$ cat config.mk
export PLATFORM = sky130hd
export DESIGN_NAME = react_timer_multi
export DESIGN_NICKNAME = d
export VERILOG_FILES = /design/src/rtl/react_pkg.sv /design/src/rtl/react_channel.sv /design/src/rtl/react_timer_multi.sv
export SDC_FILE = /design/constraint.sdc
export NUM_CORES = 1
export LEC_CHECK = 0
export CAP_MARGIN = 40
export CORE_MARGIN = 2
export CORE_UTILIZATION = 31
export CTS_CLUSTER_DIAMETER = 30
export DETAILED_ROUTE_END_ITERATION = 8
export PLACE_DENSITY_LB_ADDON = 0.2
export SLEW_MARGIN = 20
export SYNTH_ARGS = -nofsm -noshare
export SYNTH_HDL_FRONTEND = slang
export SYNTH_HIERARCHICAL = 1
export SYNTH_SLANG_ARGS = --single-unit
$ cat constraint.sdc
create_clock -name clock -period 6.2 [get_ports clock]
set_input_delay 0.93 -clock clock [delete_from_list [all_inputs] [get_ports clock]]
set_output_delay 0.93 -clock clock [all_outputs]
set_load 0.005 [all_outputs]
$ cat src/rtl/react_pkg.sv
// Shared definitions for the multi-channel reaction timer: FSM states and
// default round limits.
package react_pkg;

    typedef enum logic [1:0] {
        IDLE,
        ARMED,
        TIMING,
        DONE
    } state_t;

    localparam int DEFAULT_TIMEOUT   = 10000;
    localparam int DEFAULT_MIN_VALID = 100;

endpackage

$ cat src/rtl/react_channel.sv
// One player's lane: rising-edge detection on its button, the latched time,
// the resolved flag and the mutually exclusive hit / false-start / timeout bits.
module react_channel #(
    parameter int CNT_W     = 16,
    parameter int TIMEOUT   = 10000,
    parameter int MIN_VALID = 100
) (
    input  logic             clock,
    input  logic             reset,
    input  logic             clear,
    input  logic             armed,
    input  logic             timing,
    input  logic             timeout_now,
    input  logic [CNT_W-1:0] count,
    input  logic             react,
    output logic [CNT_W-1:0] t_react,
    output logic             hit,
    output logic             false_start,
    output logic             timed_out,
    output logic             resolved,
    output logic             hit_now,
    output logic             resolve_now
);

    logic prev;
    logic react_edge;

    // hit_now and resolve_now let the top arbitrate the winner and detect
    // "all resolved" in the same cycle the result is latched.
    always_comb begin
        react_edge  = react & ~prev;
        hit_now     = timing && !clear && !resolved && react_edge &&
                      (count >= CNT_W'(MIN_VALID));
        resolve_now = timing && !clear && !resolved && (react_edge || timeout_now);
    end

    always_ff @(posedge clock) begin
        if (reset) begin
            prev        <= 1'b0;
            t_react     <= '0;
            hit         <= 1'b0;
            false_start <= 1'b0;
            timed_out   <= 1'b0;
            resolved    <= 1'b0;
        end else begin
            prev <= react;
            if (clear) begin
                t_react     <= '0;
                hit         <= 1'b0;
                false_start <= 1'b0;
                timed_out   <= 1'b0;
                resolved    <= 1'b0;
            end else if (armed && react_edge && !resolved) begin
                false_start <= 1'b1;
                resolved    <= 1'b1;
            end else if (timing && !resolved) begin
                // An edge in the timeout cycle still wins over the timeout.
                if (react_edge) begin
                    t_react <= count;
                    if (count < CNT_W'(MIN_VALID)) begin
                        false_start <= 1'b1;
                    end else begin
                        hit <= 1'b1;
                    end
                    resolved <= 1'b1;
                end else if (timeout_now) begin
                    timed_out <= 1'b1;
                    t_react   <= CNT_W'(TIMEOUT);
                    resolved  <= 1'b1;
                end
            end
        end
    end

endmodule

$ cat src/rtl/react_timer_multi.sv
// Multi-player reaction timer: round FSM, shared tick counter and first-hit
// winner arbitration around N_CH react_channel lanes.
module react_timer_multi
    import react_pkg::*;
#(
    parameter  int N_CH      = 4,
    parameter  int CNT_W     = 16,
    parameter  int TIMEOUT   = DEFAULT_TIMEOUT,
    parameter  int MIN_VALID = DEFAULT_MIN_VALID,
    localparam int WIN_W     = (N_CH > 1) ? $clog2(N_CH) : 1
) (
    input  logic                  clock,
    input  logic                  reset,
    input  logic                  tick,
    input  logic                  start,
    input  logic                  stimulus,
    input  logic [N_CH-1:0]       react,
    output logic [N_CH*CNT_W-1:0] t_react,
    output logic [N_CH-1:0]       hit,
    output logic [N_CH-1:0]       false_start,
    output logic [N_CH-1:0]       timed_out,
    output logic [WIN_W-1:0]      winner,
    output logic                  winner_valid,
    output logic                  busy,
    output logic                  done
);

    state_t            state;
    state_t            next_state;
    logic [CNT_W-1:0]  count;
    logic              clear;
    logic              abort;
    logic              timeout_now;
    logic              all_resolved;
    logic              enter_done;
    logic [N_CH-1:0]   resolved;
    logic [N_CH-1:0]   hit_now;
    logic [N_CH-1:0]   resolve_now;
    logic [WIN_W-1:0]  first_hit;

    always_ff @(posedge clock) begin
        if (reset) begin
            state <= IDLE;
        end else begin
            state <= next_state;
        end
    end

    always_comb begin
        next_state = state;
        case (state)
            IDLE:    if (start) next_state = ARMED;
            ARMED:   if (stimulus) next_state = TIMING;
            TIMING: begin
                if (!stimulus) begin
                    next_state = IDLE;
                end else if (all_resolved || timeout_now) begin
                    next_state = DONE;
                end
            end
            DONE:    if (start) next_state = ARMED;
            default: next_state = IDLE;
        endcase
    end

    // Arming and aborting both wipe every lane; start in ARMED/TIMING does not.
    always_comb begin
        busy         = (state == ARMED) || (state == TIMING);
        abort        = (state == TIMING) && !stimulus;
        clear        = abort || (start && ((state == IDLE) || (state == DONE)));
        enter_done   = (state == TIMING) && (next_state == DONE);
        timeout_now  = (count == CNT_W'(TIMEOUT));
        all_resolved = &(resolved | resolve_now);
    end

    always_ff @(posedge clock) begin
        if (reset) begin
            count <= '0;
        end else if (state != TIMING) begin
            count <= '0;
        end else if (tick && (count != CNT_W'(TIMEOUT))) begin
            count <= count + 1'b1;
        end
    end

    always_ff @(posedge clock) begin
        if (reset) begin
            done <= 1'b0;
        end else begin
            done <= enter_done;
        end
    end

    // Scanning downward leaves the lowest-indexed hitting lane as the result.
    always_comb begin
        first_hit = '0;
        for (int i = N_CH - 1; i >= 0; i--) begin
            if (hit_now[i]) begin
                first_hit = WIN_W'(i);
            end
        end
    end

    always_ff @(posedge clock) begin
        if (reset || clear) begin
            winner       <= '0;
            winner_valid <= 1'b0;
        end else if ((state == TIMING) && !winner_valid && (|hit_now)) begin
            winner       <= first_hit;
            winner_valid <= 1'b1;
        end
    end

    for (genvar i = 0; i < N_CH; i++) begin : g_ch
        react_channel #(
            .CNT_W     (CNT_W),
            .TIMEOUT   (TIMEOUT),
            .MIN_VALID (MIN_VALID)
        ) u_channel (
            .clock       (clock),
            .reset       (reset),
            .clear       (clear),
            .armed       (state == ARMED),
            .timing      (state == TIMING),
            .timeout_now (timeout_now),
            .count       (count),
            .react       (react[i]),
            .t_react     (t_react[i*CNT_W +: CNT_W]),
            .hit         (hit[i]),
            .false_start (false_start[i]),
            .timed_out   (timed_out[i]),
            .resolved    (resolved[i]),
            .hit_now     (hit_now[i]),
            .resolve_now (resolve_now[i])
        );
    end

endmodule

# --- After elaboration in Yosys (flattened, before gate mapping) ---
# Cells that the tools add are included.
word_totals:
  input_bits: 9
  romBits: 0
  n_memories: 0
  reg_bits: 106
  word_cells: 194
  latch_bits: 0
  mem_bits_rw: 0
classes:
  mux: 40
  shifts: 0
  multipliers: 0
  eq_ne: 7
  order_cmp: 2
  n_addsub: 1
  bitwise_logic: 18
  n_div: 0
  reduce_logical: 97
ops:
  columns: ["cell", "n"]
  rows:
  - ["$mux W16", 5]
  - ["$reduce_and A4 Y1", 9]
  - ["$logic_and A1 B1 Y1", 35]
  - ["$reduce_bool A2 Y1", 16]
  - ["$mux W1", 26]
  - ["$reduce_and A3 Y1", 8]
  - ["$add A16 B1 Y16 const B", 1]
  - ["$eq A16 B14 Y1 const B", 1]
  - ["$ge A16 B7 Y1 const B", 1]
  - ["$lt A16 B7 Y1 const B", 1]
  - ["$mux W2", 8]
  - ["$ne A16 B14 Y1 const B", 1]
  - ["$not A1 Y1", 13]
  - ["$reduce_bool A3 Y1", 4]
  - ["$logic_or A1 B1 Y1", 9]
  - ["$reduce_and A2 Y1", 4]
  - ["$logic_not A1 Y1", 7]
  - ["$eq A2 B2 Y1 const B", 3]
  - ["$pmux W2 S3", 1]
  - ["$reduce_or A2 Y1", 3]
  - ["$and A1 B1 Y1", 4]
  - ["$or A4 B4 Y4", 1]
  - ["$reduce_or A4 Y1", 1]
  - ["$eq A2 B1 Y1 const B", 1]
  - ["2 further kinds", 2]

# --- Depth between registers and ports, before layout ---
logic_depth:
  word_depth: 16
  depth_mapped: 10
  mapped_depth_nobuf: 10

# --- Hierarchy ---
# Netlist, hierarchy kept.
by_module_without_submodules:
  columns: ["mod", "cells_each", "seq_area_each_um2", "n_inst", "area_per_inst_um2"]
  rows:
  - ["react_channel", 109, 420.4, 4, 982.2]
  - ["react_timer_multi", 132, 440.4, 1, 1147.4]

# --- Least setup slack after synthesis ---
# OpenSTA, ideal clock, no wires.
synth_path:
  path_type: "input-to-reg"
  startpoint: "in stimulus"
  endpoint: "reg winner[0]"
  arrival_ns: 2.872
  path_slack_ns: 3.209
  setup_ns: 0.119
  path_buffers: 0
  required_ns: 6.081
  stages: 5
  cell_sequence: "o21ai_0 nor4_1 o41ai_1 nor2_1 o221a_2"
synth_lines:
  columns: ["element", "line", "text"]
  rows:
  - ["start: declaration", "react_timer_multi.sv:16", "input logic stimulus,"]
  - ["$logic_not A1 Y1 *", "react_timer_multi.sv:69", "abort = (state == TIMING) && !stimulus;"]
  - ["$logic_and A1 B1 Y1 *", "react_timer_multi.sv:69", null]
  - ["$logic_or A1 B1 Y1 *", "react_timer_multi.sv:70", "clear = abort || (start && ((state == IDLE) || (state == DONE)));"]
  - ["$logic_not A1 Y1 *", "react_channel.sv:32", "hit_now = timing && !clear && !resolved && react_edge &&"]
  - ["$logic_and A1 B1 Y1 * (4 in series)", "react_channel.sv:32", null]
  - ["via hit_now[0]", "react_timer_multi.sv:37", "logic [N_CH-1:0] hit_now;"]
  - ["$reduce_or A4 Y1", "react_timer_multi.sv:108", "end else if ((state == TIMING) && !winner_valid && (|hit_now)) begin"]
  - ["$logic_and A1 B1 Y1", "react_timer_multi.sv:108", null]
  - ["end signal: assignment", "react_timer_multi.sv:109", "winner <= first_hit;"]
  - ["end: declaration", "react_timer_multi.sv:22", "output logic [WIN_W-1:0] winner,"]
# Mark *: on every way through the listed nets, which the timed path passes. The rest lies on a longest branch.
# A chain may end at the register's enable or synchronous reset.

# --- Worst setup path after layout ---
layout_path:
  startpoint: "reg count[13]"
  endpoint: "reg done"
layout_via:
  elab_chain_len: 11
layout_lines:
  columns: ["element", "line", "text"]
  rows:
  - ["start: declaration", "react_timer_multi.sv:30", "logic [CNT_W-1:0] count;"]
  - ["start signal: assignment", "react_timer_multi.sv:82", "count <= count + 1'b1;"]
  - ["$eq A16 B14 Y1", "react_timer_multi.sv:72", "timeout_now = (count == CNT_W'(TIMEOUT));"]
  - ["via timeout_now", "react_timer_multi.sv:33", "logic timeout_now;"]
  - ["$logic_or A1 B1 Y1", "react_channel.sv:34", "resolve_now = timing && !clear && !resolved && (react_edge || timeout_now);"]
  - ["$logic_and A1 B1 Y1", "react_channel.sv:34", null]
  - ["via resolve_now[2]", "react_timer_multi.sv:38", "logic [N_CH-1:0] resolve_now;"]
  - ["$or A4 B4 Y4", "react_timer_multi.sv:73", "all_resolved = &(resolved | resolve_now);"]
  - ["$reduce_and A4 Y1", "react_timer_multi.sv:73", null]
  - ["$logic_or A1 B1 Y1", "react_timer_multi.sv:57", "end else if (all_resolved || timeout_now) begin"]
  - ["$mux W2", "react_timer_multi.sv:57", null]
  - ["$mux W2", "react_timer_multi.sv:55", "if (!stimulus) begin"]
  - ["$pmux W2 S3", "react_timer_multi.sv:51", "case (state)"]
  - ["$eq A2 B2 Y1", "react_timer_multi.sv:71", "enter_done = (state == TIMING) && (next_state == DONE);"]
  - ["$logic_and A1 B1 Y1", "react_timer_multi.sv:71", null]
  - ["end signal: assignment", "react_timer_multi.sv:90", "done <= enter_done;"]
  - ["end: declaration", "react_timer_multi.sv:25", "output logic done"]
# The timed path passes the listed nets, and every way through them passes these cells.

==> reports/metrics.cfg <==
[sta]
maxSlewViolCount = 0
final.period_utilization = 0.503
tns_ps = 0
relSlewSlack = 0.463
tightestPinTransition_ps = 805
setup_viol = 0
worst_clock_skew_ps = 7.36
clock.fmax_mhz = 321
rsz0062_at_grt = false
hold_violations = 0
fin_hold_ws_ps = 458
min_period_ps = 3120

[drt]
highest_layer = met4
routed_wirelength_mm = 15.1
drc_errors = 0
avgRoutedWirePerCell_um = 17.5
wl_met1_mm = 6.77
dr.pass1.iters = 5
drtAntennaViolNets = 0
vias_per_cell = 5.25
drt-initial-drc-count = 290
wl_met3_um = 803
route.met2.wl_mm = 7.35
vias = 4516

[global_routing]
grt_overflow_total = 0
grt_pass1_wl_mm = 24.5
antenna_found_initial = 0
first_global_vias = 4530
track_usage = 0.176
grt_max_degree = 37

[cells_and_area]
syn_to_final_growth_pct = 24.8
n_antenna_cell = 0
utilization = 0.397
drive_gt1_frac = 0.144
regArea_mm2 = 0.00212
fillers = 1613
multi_input_area_mm2 = 0.00261
final_nets = 653

[synthesis]
yosys_most_used_dff = dfxtp_1
yosys_warnings = 6
synth.cell_area_mm2 = 0.00508
syn_nets = 581
synth_seq_cells = 106
synth-edff-count = 0
synthArstFlopShare = 0
syn_inst = 568
yosysSeqAreaShare = 0.418
avgSynthCellArea_um2 = 8.94
ys_types = 56

[pwr]
power_switching_mw = 0.358
powerDensity_mw_per_mm2 = 225
seqPwrFrac = 0.485
irDropWorstVdd_mv = 0.116
p_int_mw = 1.07
p_clk_frac = 0.408
p_comb_frac = 0.108
sw_frac_of_total = 0.251
power.leakage_nw = 2.13

[setup_path]
startpoint = count[13]
r2r-end = done
crit_required_ps = 6470
end_kind = flip-flop
crit_type = reg -> reg
cp.arrival_ps = 3380
reg2reg_from = count[13]
start_kind = flip-flop
rrSetupSlack_ps = 3080
ff2ff_path_depth = 9
worstPathMaxFanout = 14
critPathCapture = done

[placement]
port-buffer-count = 89
gp_congestion = 0.740
dp_hpwl_mm = 10.2

[floorplan]
die_y_um = 132
num_rows = 46
dieWidth_um = 132
core_mm2 = 0.0159
initial_core_util = 0.318
die_area_mm2 = 0.0174
io_pins = 90

[clock_tree]
cts_buffers = 9
clk_pin_slew_ps = 70
clock_latency_ps = 360
cts_sinks = 106
cts_max_level = 3
cts_tree = done
ctsHoldBuffers = 0
cts_max_path_buffers = 2
post-cts-setup-buffers = 0
post_cts_resize_count = 0
cts-root-buf = clkbuf_16

[run]
max-cap-violations = 0

[worst_hold_path]
hp-class = reg -> reg

[run_status]
status = finished, final reports clean

-- metrics by stage --
step           std cells  power (mW)  area (um2)  worst slack (ps)
2_1_floorplan        568       0.826        5080              3210
3_3_place_gp         839       0.851        5990              2810
4_1_cts              860        1.45        6330              3100
3_5_place_dp         844       0.860        6030              2990
5_1_grt              861        1.48        6340              2780
6_report             861        1.43        6340              3080
-- synth_stat cells, types with 2 or more instances --
cell type  instances  area (um2)
and3_1             4        25.0
o21ai_1            8        40.0
o311ai_1           4        35.0
o21ai_0           10        50.1
inv_1             16        60.1
ha_1               4        50.1
a31oi_1            9        56.3
or3_1              4        25.0
and2_4             4        35.0
a41o_1             4        40.0
dfxtp_1          106        2120
o21ai_2           40         350
nand3_1           10        50.1
nand2_1           72         270
o31ai_1            4        30.0
mux2i_4            4        90.1
clkbuf_2           4        20.0
nor2b_1           12        75.1
nor2_1            32         120
nor4_1            28         175
a211oi_1           5        37.5
clkbuf_1           5        18.8
buf_12             4        80.1
a21oi_1           30         150
buf_4              4        30.0
nor2_4             4        45.0
nor3_1            21         105
buf_2             17        85.1
or2_1              4        25.0
nand2b_4           4        55.1
buf_6              4        45.0
nor4_2             4        50.1
o22ai_1            2        12.5
o221a_2            2        22.5
xor2_1             9        78.8
nand4_1           50         313
-- kinds of logic after synthesis --
logic type	Yosys count	synth area share
simple gates	263	0.289
xor+xnor	10	0.0173
buf+inv	55	0.0675
flops	106	0.418
fa+ha+maj	4	0.00986
mux	5	0.0197
compound gates	125	0.178
-- power by group through the flow --
stage	Clock (mW)	Sequential, mW	Combinational (mW)
4_1_cts	0.601	0.692	0.153
3_3_place_gp	0	0.707	0.144
3_5_place_dp	0	0.708	0.152
6_report	0.582	0.692	0.154
2_1_floorplan	0	0.706	0.119
5_1_grt	0.622	0.692	0.171
-- sequential cells by signal, indices dropped and copies added, names as in the netlist --
signal / cells
state: 2
g_ch.u_channel/t_react: 64
winner: 2
count: 16
g_ch.u_channel/false_start: 4
winner_valid: 1
done: 1
g_ch.u_channel/timed_out: 4
g_ch.u_channel/prev: 4
g_ch.u_channel/resolved: 4
g_ch.u_channel/hit: 4
-- per-layer routing --
| metal | vias to the layer above | track usage |
|---|---|---|
| li1 | 2234 | - |
| met1 | 2174 | 0.232 |
| met2 | 96 | 0.281 |
| met3 | 12 | 0.0296 |
| met4 | 0 | 0.0821 |
| met5 | - | 0 |
-- critical path, stage by stage (launching register included) --
cell,delay [ps]
dfxtp_1,690
or4b_4,570
nor4_4,350
buf_4,290
inv_1,110
a211oi_1,270
o22ai_1,170
o211ai_1,240
o2bb2ai_1,120
a211oi_2,210
-- cells in the final DEF (no fill, tap or decap), drive strengths merged, types with 2 or more instances in the layout --
cell type        n
a211oi           6
a21oi           30
a31oi            9
a41o             4
and2             4
and3             5
buf             11
clkbuf          14
clkdlybuf4s50   89
dfxtp          106
ha               4
inv             16
mux2i            5
nand2           72
nand2b           5
nand3           10
nand4           50
nor2            36
nor2b           12
nor3            21
nor4            33
o21ai           58
o221a            2
o22ai            2
o311ai           4
o31ai            4
o41ai            2
or2              4
or3              5
xor2             9
-- worst min path at each step --
stage | depth (start not counted) | startpoint | end
after floorplan | 2 | g_ch[0].u_channel/t_react[5] | g_ch[0].u_channel/t_react[5]
after global routing | 2 | g_ch[2].u_channel/t_react[6] | g_ch[2].u_channel/t_react[6]
after CTS | 2 | g_ch[0].u_channel/t_react[14] | g_ch[0].u_channel/t_react[14]
final | 2 | g_ch[0].u_channel/t_react[14] | g_ch[0].u_channel/t_react[14]
after detailed placement | 2 | g_ch[0].u_channel/t_react[14] | g_ch[0].u_channel/t_react[14]
after global placement | 2 | g_ch[0].u_channel/t_react[5] | g_ch[0].u_channel/t_react[5]
-- cell type report --
class                      count  share of cell area
multi-input combinational    407               0.412
sequential                   106               0.335
timing repair buffer         100               0.154
tap                          216              0.0427
clock buffer                  14              0.0417
inverter                      16             0.00948
clock inverter                 2             0.00553
No activity file was read; power rests on OpenSTA's default activity.
